===== config.mk =====
export PLATFORM = sky130hd
export DESIGN_NAME = led_display_arbiter
export DESIGN_NICKNAME = d
export VERILOG_FILES = /design/src/rtl/led_display_pkg.sv /design/src/rtl/rr_arbiter.sv /design/src/rtl/led_display_arbiter.sv
export SDC_FILE = /design/constraint.sdc
export NUM_CORES = 1
export LEC_CHECK = 0
export CORE_MARGIN = 1
export CORE_UTILIZATION = 52
export CTS_BUF_LIST = sky130_fd_sc_hd__clkbuf_2
export CTS_CLUSTER_SIZE = 28
export DETAILED_ROUTE_END_ITERATION = 16
export PLACE_DENSITY = 0.94
export SETUP_SLACK_MARGIN = 0.4
export SLEW_MARGIN = 25
export SYNTH_ARGS = -nofsm -noshare
export SYNTH_HDL_FRONTEND = slang
export SYNTH_SLANG_ARGS = --single-unit

===== constraint.sdc =====
create_clock -name clk -period 8.6 [get_ports clk]
set_clock_uncertainty 0.05 [all_clocks]
set_input_delay 0.86 -clock clk [delete_from_list [all_inputs] [get_ports clk]]
set_output_delay 0.86 -clock clk [all_outputs]
set_load 0.01 [all_outputs]

===== src/rtl/led_display_pkg.sv =====
// Shared types and constants for the LED display arbiter slice.
package led_display_pkg;
  localparam int VALUE_W  = 16;
  localparam int NIBBLE_W = 4;
  localparam int CLK_HZ   = 12_000_000;

  typedef logic [VALUE_W-1:0] disp_value_t;
  typedef enum logic {IDLE, SHOW} arb_state_e;
endpackage


===== src/rtl/rr_arbiter.sv =====
// Combinational round-robin pick: first set req after 'last', wrapping modulo N.
module rr_arbiter #(
  parameter int N = 4
) (
  input  logic [N-1:0]         req,
  input  logic [$clog2(N)-1:0] last,
  input  logic                 en,
  output logic [N-1:0]         grant,
  output logic [$clog2(N)-1:0] grant_idx,
  output logic                 any_grant
);
  localparam int IW = $clog2(N);

  always_comb begin
    int idx;
    grant     = '0;
    grant_idx = '0;
    any_grant = 1'b0;
    idx       = 0;
    if (en) begin
      // k == N revisits 'last' itself, so a sole requester can win again
      for (int k = 1; k <= N; k++) begin
        idx = (int'(last) + k) % N;
        if (!any_grant && req[idx]) begin
          any_grant      = 1'b1;
          grant[idx]     = 1'b1;
          grant_idx      = IW'(idx);
        end
      end
    end
  end
endmodule


===== src/rtl/led_display_arbiter.sv =====
// Time-shares the 16-bit LED display among requesters, holding each accepted value HOLD_CYCLES.
module led_display_arbiter
  import led_display_pkg::*;
#(
  parameter int                 NUM_REQ     = 4,
  parameter int                 HOLD_CYCLES = 4 * CLK_HZ,
  parameter logic [VALUE_W-1:0] IDLE_VALUE  = 16'h0000
) (
  input  logic                         clk,
  input  logic                         rst_n,
  input  logic [NUM_REQ-1:0]           req_valid,
  input  logic [NUM_REQ*VALUE_W-1:0]   req_value,
  output logic [NUM_REQ-1:0]           req_ready,
  output disp_value_t                  disp_value,
  output logic                         disp_active,
  output logic [$clog2(NUM_REQ)-1:0]   grant_id
);
  localparam int            IW       = $clog2(NUM_REQ);
  localparam int            CW       = $clog2(HOLD_CYCLES);
  localparam logic [CW-1:0] CNT_LAST = CW'(HOLD_CYCLES - 1);

  arb_state_e    state_q, state_d;
  disp_value_t   disp_q, disp_d;
  logic [IW-1:0] gid_q, gid_d;
  logic [IW-1:0] last_q, last_d;
  logic [CW-1:0] cnt_q, cnt_d;

  logic               accept;
  logic [NUM_REQ-1:0] sel_grant;
  logic [IW-1:0]      sel_idx;
  logic               sel_any;
  disp_value_t        sel_value;

  // A new value may only be taken while idle or on the final cycle of a hold
  assign accept    = (state_q == IDLE) || (cnt_q == CNT_LAST);
  assign sel_value = req_value[int'(sel_idx)*VALUE_W +: VALUE_W];

  rr_arbiter #(.N(NUM_REQ)) u_rr (
    .req       (req_valid),
    .last      (last_q),
    .en        (accept && rst_n),
    .grant     (sel_grant),
    .grant_idx (sel_idx),
    .any_grant (sel_any)
  );

  always_comb begin
    state_d = state_q;
    disp_d  = disp_q;
    gid_d   = gid_q;
    last_d  = last_q;
    cnt_d   = cnt_q;
    if (state_q == SHOW) cnt_d = cnt_q + CW'(1);
    if (accept) begin
      if (sel_any) begin
        state_d = SHOW;
        disp_d  = sel_value;
        gid_d   = sel_idx;
        last_d  = sel_idx;
        cnt_d   = '0;
      end else begin
        state_d = IDLE;
        disp_d  = IDLE_VALUE;
        cnt_d   = '0;
      end
    end
  end

  always_ff @(posedge clk) begin
    if (!rst_n) begin
      state_q <= IDLE;
      disp_q  <= IDLE_VALUE;
      gid_q   <= '0;
      last_q  <= IW'(NUM_REQ - 1);
      cnt_q   <= '0;
    end else begin
      state_q <= state_d;
      disp_q  <= disp_d;
      gid_q   <= gid_d;
      last_q  <= last_d;
      cnt_q   <= cnt_d;
    end
  end

  assign req_ready   = sel_grant;
  assign disp_value  = disp_q;
  assign disp_active = (state_q == SHOW);
  assign grant_id    = gid_q;
endmodule


==> impl_metrics.ini, run 1 <==
[yosys]
yosysUniqueCellTypes = 52
synth-edff-count = 0
syn_avg_cell_area_um2 = 8.68
synth_area_um2 = 2910
yosysSeqAreaShare = 0.324
synthesis.nets = 414
yosysWarnings = 0
syn_inst = 335
synth_flop_cell = dfxtp_1
async_flop_share = 0
synth-seq-cells = 47

[final_layout]
fin_area_um2 = 3890
final_nets = 495
utilization = 0.743
area_delta_synth_final_pct = 33.9
insertedDiodeCount = 0
final_layout_size_suffix_gt1_frac = 0.0815
fillerInstances = 373

[die]
die_area_um2 = 5890
ioPinCount = 93
die_h_um = 76.8
die_w_um = 76.8
core_area_um2 = 5240
num_rows = 26
initial_utilization = 0.555

[pwr]
power_leakage_nw = 1.48
power_density_nw_per_um2 = 242
fin_total_pwr_uw = 940
peakVddDrop_mv = 0.157

[timing]
slew_headroom = 0.403
period_needed_ps = 4700
max_freq_mhz = 213
slew_violations = 0
tightest_slew_ps = 896
tns_ps = 0
hold_slack_ps = 458
setup_viol = 0
post-route-period-util = 0.547
rsz0062_at_grt = no
final-hold-violation-count = 0

[setup_path]
cp_max_fo = 18
criticalPathCategory = flip-flop to output pin
critPathLaunchType = flip-flop
critPathCaptureType = output pin
critPathArrivalTime_ps = 3790
cp.required_ps = 7690
rrSetupSlack_ps = 4430

[clocking]
clkSinkCount = 47
cts.clk_slew.worst_paths_ps = 230
cts_resized = 0
cts_tree = done
post_cts_buffers = 0
hold_buffers = 0
cts_inserted_buffers = 5
clockRootBuffer = clkbuf_2
clk_latency_ps = 410
cts_buffer_depth = 2
htreeDepth = 2

[global_routing]
grt_pass1_vias = 2685
grt_max_degree = 34
grt.total_usage = 0.257
grt_pass1_wl_um = 12100
antenna_found_initial = 0
grt_overflow = 0

[routing]
drcViolationCount = 0
first_pass_iters = 6
vias = 2829
finalWirelength_um = 7630
postRouteAntennaNets = 0
vias_per_cell = 5.81
initialDrtViolationCount = 315
wl_per_cell_um = 15.7

[run_status]
status = finished clean

[placement]
place_hpwl_um = 5600
placed_cell_area_um2 = 3830
port_buffers = 92
routabilityCongestion = 0.841

[hold_path]
hp-class = flip-flop to flip-flop

[job]
drv_cap = 0
==> synthesized netlist by cell type, types with 4 or more instances <==
| library cell | count | area, um^2 |
|---|---|---|
| ha_1 | 9 | 113 |
| inv_1 | 7 | 26.3 |
| mux2i_1 | 16 | 160 |
| o211ai_2 | 10 | 125 |
| nand2_1 | 32 | 120 |
| o211ai_1 | 6 | 45.0 |
| and4_1 | 4 | 35.0 |
| nand4_1 | 12 | 75.1 |
| a21boi_0 | 17 | 128 |
| clkbuf_1 | 12 | 45.0 |
| o21ai_0 | 10 | 50.1 |
| and3_1 | 20 | 125 |
| a21oi_1 | 8 | 40.0 |
| or3_1 | 6 | 37.5 |
| dfxtp_1 | 47 | 941 |
| a22oi_1 | 4 | 30.0 |
| xnor2_1 | 5 | 43.8 |
| nor2_1 | 34 | 128 |
| xor2_1 | 15 | 131 |
| a221oi_1 | 4 | 35.0 |
| nand3_1 | 4 | 20.0 |
| o21ai_1 | 13 | 65.1 |
| mux4_2 | 4 | 90.1 |
==> sequential cells by signal, indices dropped and copies added (netlist names) <==
register,flops
grant_id,2
disp_value,16
last_q,2
cnt_q,26
disp_active,1
==> metal layers <==
metal | track usage | vias to the layer above | share of wire
met3 | 0.0679 | 13 | 0.072
met4 | 0.0808 | 0 | 0.014
li1 | - | 1371 | -
met5 | 0 | - | 0
met1 | 0.292 | 1334 | 0.40
met2 | 0.463 | 111 | 0.51
==> report_power, final <==
group | leakage (nW) | internal (mW) | switching (mW)
Combinational | 1.07 | 0.264 | 0.277
Sequential | 0.384 | 0.260 | 0.0462
Clock | 0.0266 | 0.0196 | 0.0728
==> metrics by stage <==
| step | instances | worst slack (ps) |
|---|---|---|
| 2_1_floorplan | 335 | 5290 |
| 4_1_cts | 487 | 3960 |
| 6_report | 487 | 3900 |
| 5_1_grt | 487 | 3660 |
| 3_3_place_gp | 479 | 4390 |
| 3_5_place_dp | 479 | 4280 |
==> path summary, 6_finish.rpt <==
check                                                 from  depth (start not counted)                    endpoint
worst max-delay path                last_q[0]$_SDFFE_PN1P_                          9                req_ready[2]
worst min-delay path            disp_value[0]$_SDFFE_PN0P_                          2  disp_value[0]$_SDFFE_PN0P_
worst max register to register      last_q[0]$_SDFFE_PN1P_                          8  disp_value[1]$_SDFFE_PN0P_
worst min register to register  disp_value[0]$_SDFFE_PN0P_                          2  disp_value[0]$_SDFFE_PN0P_
==> critical path: stages, from the launching register on <==
cell and delay, ps:
dfxtp_1 870, inv_1 280, ha_1 450, mux4_2 560, nor2b_2 230, a22oi_1 150, nor2_1 80, a221oi_1 220
nor2_1 70, clkdlybuf4s50_1 480
==> cells by family after synthesis <==
logic type | Yosys count | share of synthesized area
multiplexers | 23 | 0.0977
adder cells (fa/ha/maj) | 9 | 0.0387
AO/OA/AOI/OAI | 79 | 0.200
buffers and inverters | 25 | 0.0400
flip-flops | 47 | 0.324
XOR/XNOR | 20 | 0.0603
AND/OR/NAND/NOR | 132 | 0.240
==> final cells by class <==
class / count / area, um^2 / share of cell area
clock buffer: 5 / 25.0 / 0.00643
multi-input combinational: 263 / 1870 / 0.481
tap: 70 / 87.6 / 0.0225
inverter: 7 / 26.3 / 0.00675
sequential: 47 / 941 / 0.242
timing repair buffer: 92 / 921 / 0.237
clock inverter: 3 / 20.0 / 0.00514
==> cells in the final DEF, fill, tap and decap left out, types with 2 or more instances in the layout <==
cell             count
nand2_1             32
xor2_1              15
mux2i_1             16
a21oi_1              8
o211ai_2            10
mux2_2               3
nor2_1              33
o211ai_1             6
and2_1               3
ha_1                 9
a221oi_1             4
xnor2_1              5
dfxtp_1             47
and4_1               4
nand3_1              4
nand4_1             12
clkbuf_2             5
and3_1              20
o21ai_1             12
a22oi_1              4
a21boi_0            17
mux4_2               4
clkdlybuf4s50_1     92
inv_1                7
or3_1                6
o21ai_0             10
nor4_1               2
(Power assumes the default switching activity.)
==> run 2: changes to the inputs <==
- CORE_UTILIZATION: 52 -> 43
- PLACE_DENSITY: 0.94 -> 0.83
- clock period: 8.6 -> 4.3 ns (I/O delays scaled with it)
==> impl_metrics.ini, run 2 (same netlist as run 1, synthesis figures left out) <==
[run_status]
status = finished, violations left
violations = design-rule violations

[timing]
tightest_slew_ps = 572
slew_violations = 0
final-hold-violation-count = 0
fin_ws_ps = 565
rsz0062_at_grt = no
max_freq_mhz = 268
setup_viol = 0
tns_ps = 0
slew_headroom = 0.619
period_needed_ps = 3740
post-route-period-util = 0.869

[placement]
routabilityCongestion = 0.796
port_buffers = 92
place_hpwl_um = 5540
dp_slack_ps = 852

[clocking]
cts_inserted_buffers = 5
htreeDepth = 2
hold_buffers = 0
post_cts_buffers = 0
cts_buffer_depth = 2
cts.clk_slew.worst_paths_ps = 210
cts_tree = done
clockRootBuffer = clkbuf_2
clk_latency_ps = 410
cts_resized = 1
clkSinkCount = 47

[final_layout]
mostFrequentLayoutCells = 92 x clkdlybuf4s50_1, 46 x dfxtp_1, 34 x nor2_1
final_common_cell = clkdlybuf4s50_1
final_layout_size_suffix_gt1_frac = 0.0924
largest_register_ff_count = 26
largest-register = cnt_q
final_nets = 501
area_delta_synth_final_pct = 34.8
insertedDiodeCount = 0

[setup_path]
cp.required_ps = 3820
cp_max_fo = 11
critPathCaptureType = output pin
critPathLaunchType = flip-flop
r2r-end = disp_value[7]$_SDFFE_PN0P_
critPathArrivalTime_ps = 3260
rrSetupSlack_ps = 990
criticalPathCategory = flip-flop to output pin
r2r_cells = 8
r2r-start = last_q[1]$_SDFFE_PN1P_

[routing]
vias = 2746
wl_per_cell_um = 14.4
vias_per_cell = 5.50
finalWirelength_um = 7190
drcViolationCount = 6
initialDrtViolationCount = 156
first_pass_iters = 12
postRouteAntennaNets = 0

[die]
die_w_um = 84.2
ioPinCount = 93
num_rows = 29
core_area_um2 = 6420
die_area_um2 = 7090
initial_utilization = 0.453
die_h_um = 84.2

[global_routing]
grt_pass1_wl_um = 12000
grt_max_degree = 25
grt_pass1_vias = 2614
grt_overflow = 0
grt.total_usage = 0.207
antenna_found_initial = 0

[pwr]
power_leakage_nw = 1.51
power_density_nw_per_um2 = 474
peakVddDrop_mv = 0.314

[hold_path]
min_from = disp_value[4]$_SDFFE_PN0P_
whs_path_depth = 2
holdPathEnd = disp_value[4]$_SDFFE_PN0P_
hp-class = flip-flop to flip-flop

[job]
drv_cap = 0
-- run 2: cell count changes in the layout (fill, tap and decap cells not counted) --
cell and delta:
nor2_1 +1, clkinvlp_4 -1, buf_4 +6, a211oi_4 -1, o21ai_4 -1, clkinv_4 -1, clkinv_2 +1, dfxtp_2 +1
o21ai_2 +1, a211oi_2 +1, dfxtp_1 -1, nor2_2 -1
-- run 2: worst max-delay path, stage by stage, from the launching register on --
cell and delay, ps:
dfxtp_2 480, inv_1 160, ha_1 390, mux4_2 550, nor2b_2 220, a22oi_1 170, nor2_1 60, a221oi_1 250
nor2_1 80, clkdlybuf4s50_1 490
-- run 2: through the flow --
step	util	hold slack, ps	instance area, um^2	total power [mW]	instances
after floorplan	-	380	2910	1.33	335
after global placement	0.605	394	3880	1.66	492
after detailed placement	0.605	411	3880	1.70	492
after CTS	0.610	448	3920	1.87	499
after global routing	0.610	469	3920	1.99	499
final	0.610	443	3920	1.86	499
-- run 2: metal layers --
| layer | part of all wire | GRT usage |
|---|---|---|
| met5 | 0 | 0 |
| met4 | 0.0045 | 0.0549 |
| met3 | 0.069 | 0.0492 |
| met2 | 0.50 | 0.364 |
| met1 | 0.42 | 0.254 |
-- run 2: report_power, final --
group	total, mW	internal, mW	switching, mW
registers	0.578	0.521	0.0565
logic	1.11	0.547	0.566
clock network	0.168	0.0344	0.133
-- run 2: area by class of cell --
type,count,area (um^2)
flip-flops and latches,47,942
multi-input cells,263,1850
clock buffers,5,25.0
fillers,539,2500
repair buffers,98,966
inverters,7,26.3
well taps,77,96.3
clock inverters,2,8.76
-- run 2: worst max path at each step --
stage               cells past startpoint                          end  slack, ps                    from
floorplan                              11  disp_value[10]$_SDFFE_PN0P_       1130  last_q[0]$_SDFFE_PN1P_
global placement                        8   disp_value[7]$_SDFFE_PN0P_        960  last_q[1]$_SDFFE_PN1P_
detailed placement                      8   disp_value[7]$_SDFFE_PN0P_        850  last_q[1]$_SDFFE_PN1P_
CTS                                     9                 req_ready[0]        550  last_q[1]$_SDFFE_PN1P_
global route                            9                 req_ready[3]        410  last_q[1]$_SDFFE_PN1P_
finish                                  9                 req_ready[0]        560  last_q[1]$_SDFFE_PN1P_
==> RTL change: new RTL, config.mk and constraints of run 2 <==
The parameter `NUM_REQ` goes from 4 to 2.
--- a/src/rtl/led_display_arbiter.sv
+++ b/src/rtl/led_display_arbiter.sv
@@ -2,7 +2,7 @@
 module led_display_arbiter
   import led_display_pkg::*;
 #(
-  parameter int                 NUM_REQ     = 4,
+  parameter int                 NUM_REQ     = 2,
   parameter int                 HOLD_CYCLES = 4 * CLK_HZ,
   parameter logic [VALUE_W-1:0] IDLE_VALUE  = 16'h0000
 ) (
Ports: changed (resized grant_id, req_ready, req_valid and req_value); port bits go from 93 to 56. The function was not compared with the original's and may differ.
==> RTL change against run 2 <==
  * Sequential share of layout area is 6.9 points higher
  * Sequential cell count is 2 lower
  * Synthesized area is 21% lower
  * Core utilization is 4.4 points lower
  * Wire length is 26% lower
  * Cell area is 26% lower
  * Register-to-register slack better by 0.81 ns
  * Final cell count is 22% lower
  * Worst setup slack better by 0.34 ns
  * Via count is 20% lower
  * Critical endpoint is now req_ready[1]
  * Global-route usage is 1.1 points lower
Power is not compared: it rests on default switching activity, and its combinational part moved more than twofold at a synthesized area within 25%.
==> RTL change: results (changes against run 2) <==
grt_pass1_vias: 1872  # was 2614
finalWeightedCongestion: 0.8041  # was 0.7956
min_path_type: "flop to flop"  # unchanged
critPathMaxFanout: 21  # was 11
grt_use_met1_pct: 26.89  # was 25.38%
port-buffer-count: 55  # was 92
num_antenna_cells: 0  # unchanged
drt-total-wl_um: 5304  # was 7189 µm
syn_to_final_growth_pct: 26.47  # was 34.78%
synthTopCellsByArea: "dfxtp_1, mux2i_1, nand3_1, a21o_1, nand2_1"  # was dfxtp_1, mux2i_1, xor2_1, a21boi_0, nor2_1
cts_resized: 0  # was 1
clkTransAtPathRegs_ns: 0.21  # about the same
grt_usage_pct: 19.60  # was 20.71%
cts_setup_buffers: 0  # unchanged
relSlewSlack_pct: 31.95  # was 61.89%
grtUsageMet2_pct: 30.83  # was 36.44%
status: "finished, final reports clean"  # was finished with violations
drive_gt1_share_pct: 4.673  # was 9.242%
syn_nets: 310  # was 414
met3_usage_pct: 3.748  # was 4.916%
nNetsFinal: 357  # was 501
postSynthAreaPerCell_um2: 8.433  # was 8.676 µm²
dp.cells: 383  # was 492
grt_max_degree: 27  # was 25
ys_types: 37  # was 52
dp_hpwl_um: 3753  # was 5536 µm
largest_reg_flops: 26  # unchanged
yosys-top-cells-count: "dfxtp_1, nand2_1, nand3_1"  # was dfxtp_1, nor2_1, nand2_1
arrival_ns: 2.92  # was 3.26 ns
async_reset_ff_share_pct: 0  # unchanged
dr.pass1.iters: 4  # was 12
grt_pass1_wl_um: 8562  # was 11960 µm
synth-seq-area-share_pct: 39.13  # was 32.37%
drt_first_iter_violations: 145  # was 156
num_vias: 2188  # was 2746
avgRoutedWirePerCell_um: 13.57  # was 14.41 µm
-- RTL change: logic make-up after synthesis --
kind of cell | count (synthesis) | synth area share [%]
compound gates | 61 | 17.23
xor+xnor | 12 | 4.565
fa+ha+maj | 1 | 0.5434
buf+inv | 19 | 4.130
flops | 45 | 39.13
mux | 16 | 6.956
simple gates | 119 | 27.44
-- RTL change: final cells by class --
class	count	area [µm²]
flip-flops and latches	45	900.9
repair buffers	58	573.1
inverters	1	3.754
fillers	514	2228
multi-input cells	209	1306
clock buffers	8	40.04
well taps	70	87.58
-- RTL change: path summary, 6_finish.rpt --
| kind | from | to | slack [ns] | cells after the start |
|---|---|---|---|---|
| setup / recovery | cnt_q[0] | req_ready[1] | 0.90 | 7 |
| hold / removal | disp_value[15] | disp_value[15] | 0.42 | 2 |
| setup reg to reg | cnt_q[0] | cnt_q[6] | 1.80 | 5 |
| hold reg to reg | disp_value[15] | disp_value[15] | 0.42 | 2 |
-- RTL change: power by group --
part / switching, µW / internal (µW)
Combinational: 61.9 / 76.9
Sequential: 10.1 / 433
Clock: 128 / 47.9
Total: 200 / 558
-- RTL change: per-stage QoR --
stage	area (µm²)	total power (µW)	setup slack [ns]	hold WS (ns)
finish	2912	757.8	0.9014	0.4203
global route	2912	797.0	0.7211	0.4456
CTS	2912	767.4	0.8683	0.4267
detailed placement	2872	589.8	1.304	0.4020
global placement	2872	587.9	1.309	0.3896
floorplan	2302	521.6	1.977	0.3761
-- RTL change: metal layers --
metal	vias to the layer above	part of all wire, %
li1	1093	-
met1	1037	49
met2	52	46
met3	6	3.8
met4	0	1.3
met5	-	0
-- RTL change: critical path, cell delays in order (launching register included) --
cell and delay [ns]:
dfxtp_1 0.41, ha_1 0.27, nand3_1 0.10, or4_4 0.53
o31a_1 0.29, buf_4 0.23, nor2_1 0.15, clkdlybuf4s50_1 0.55
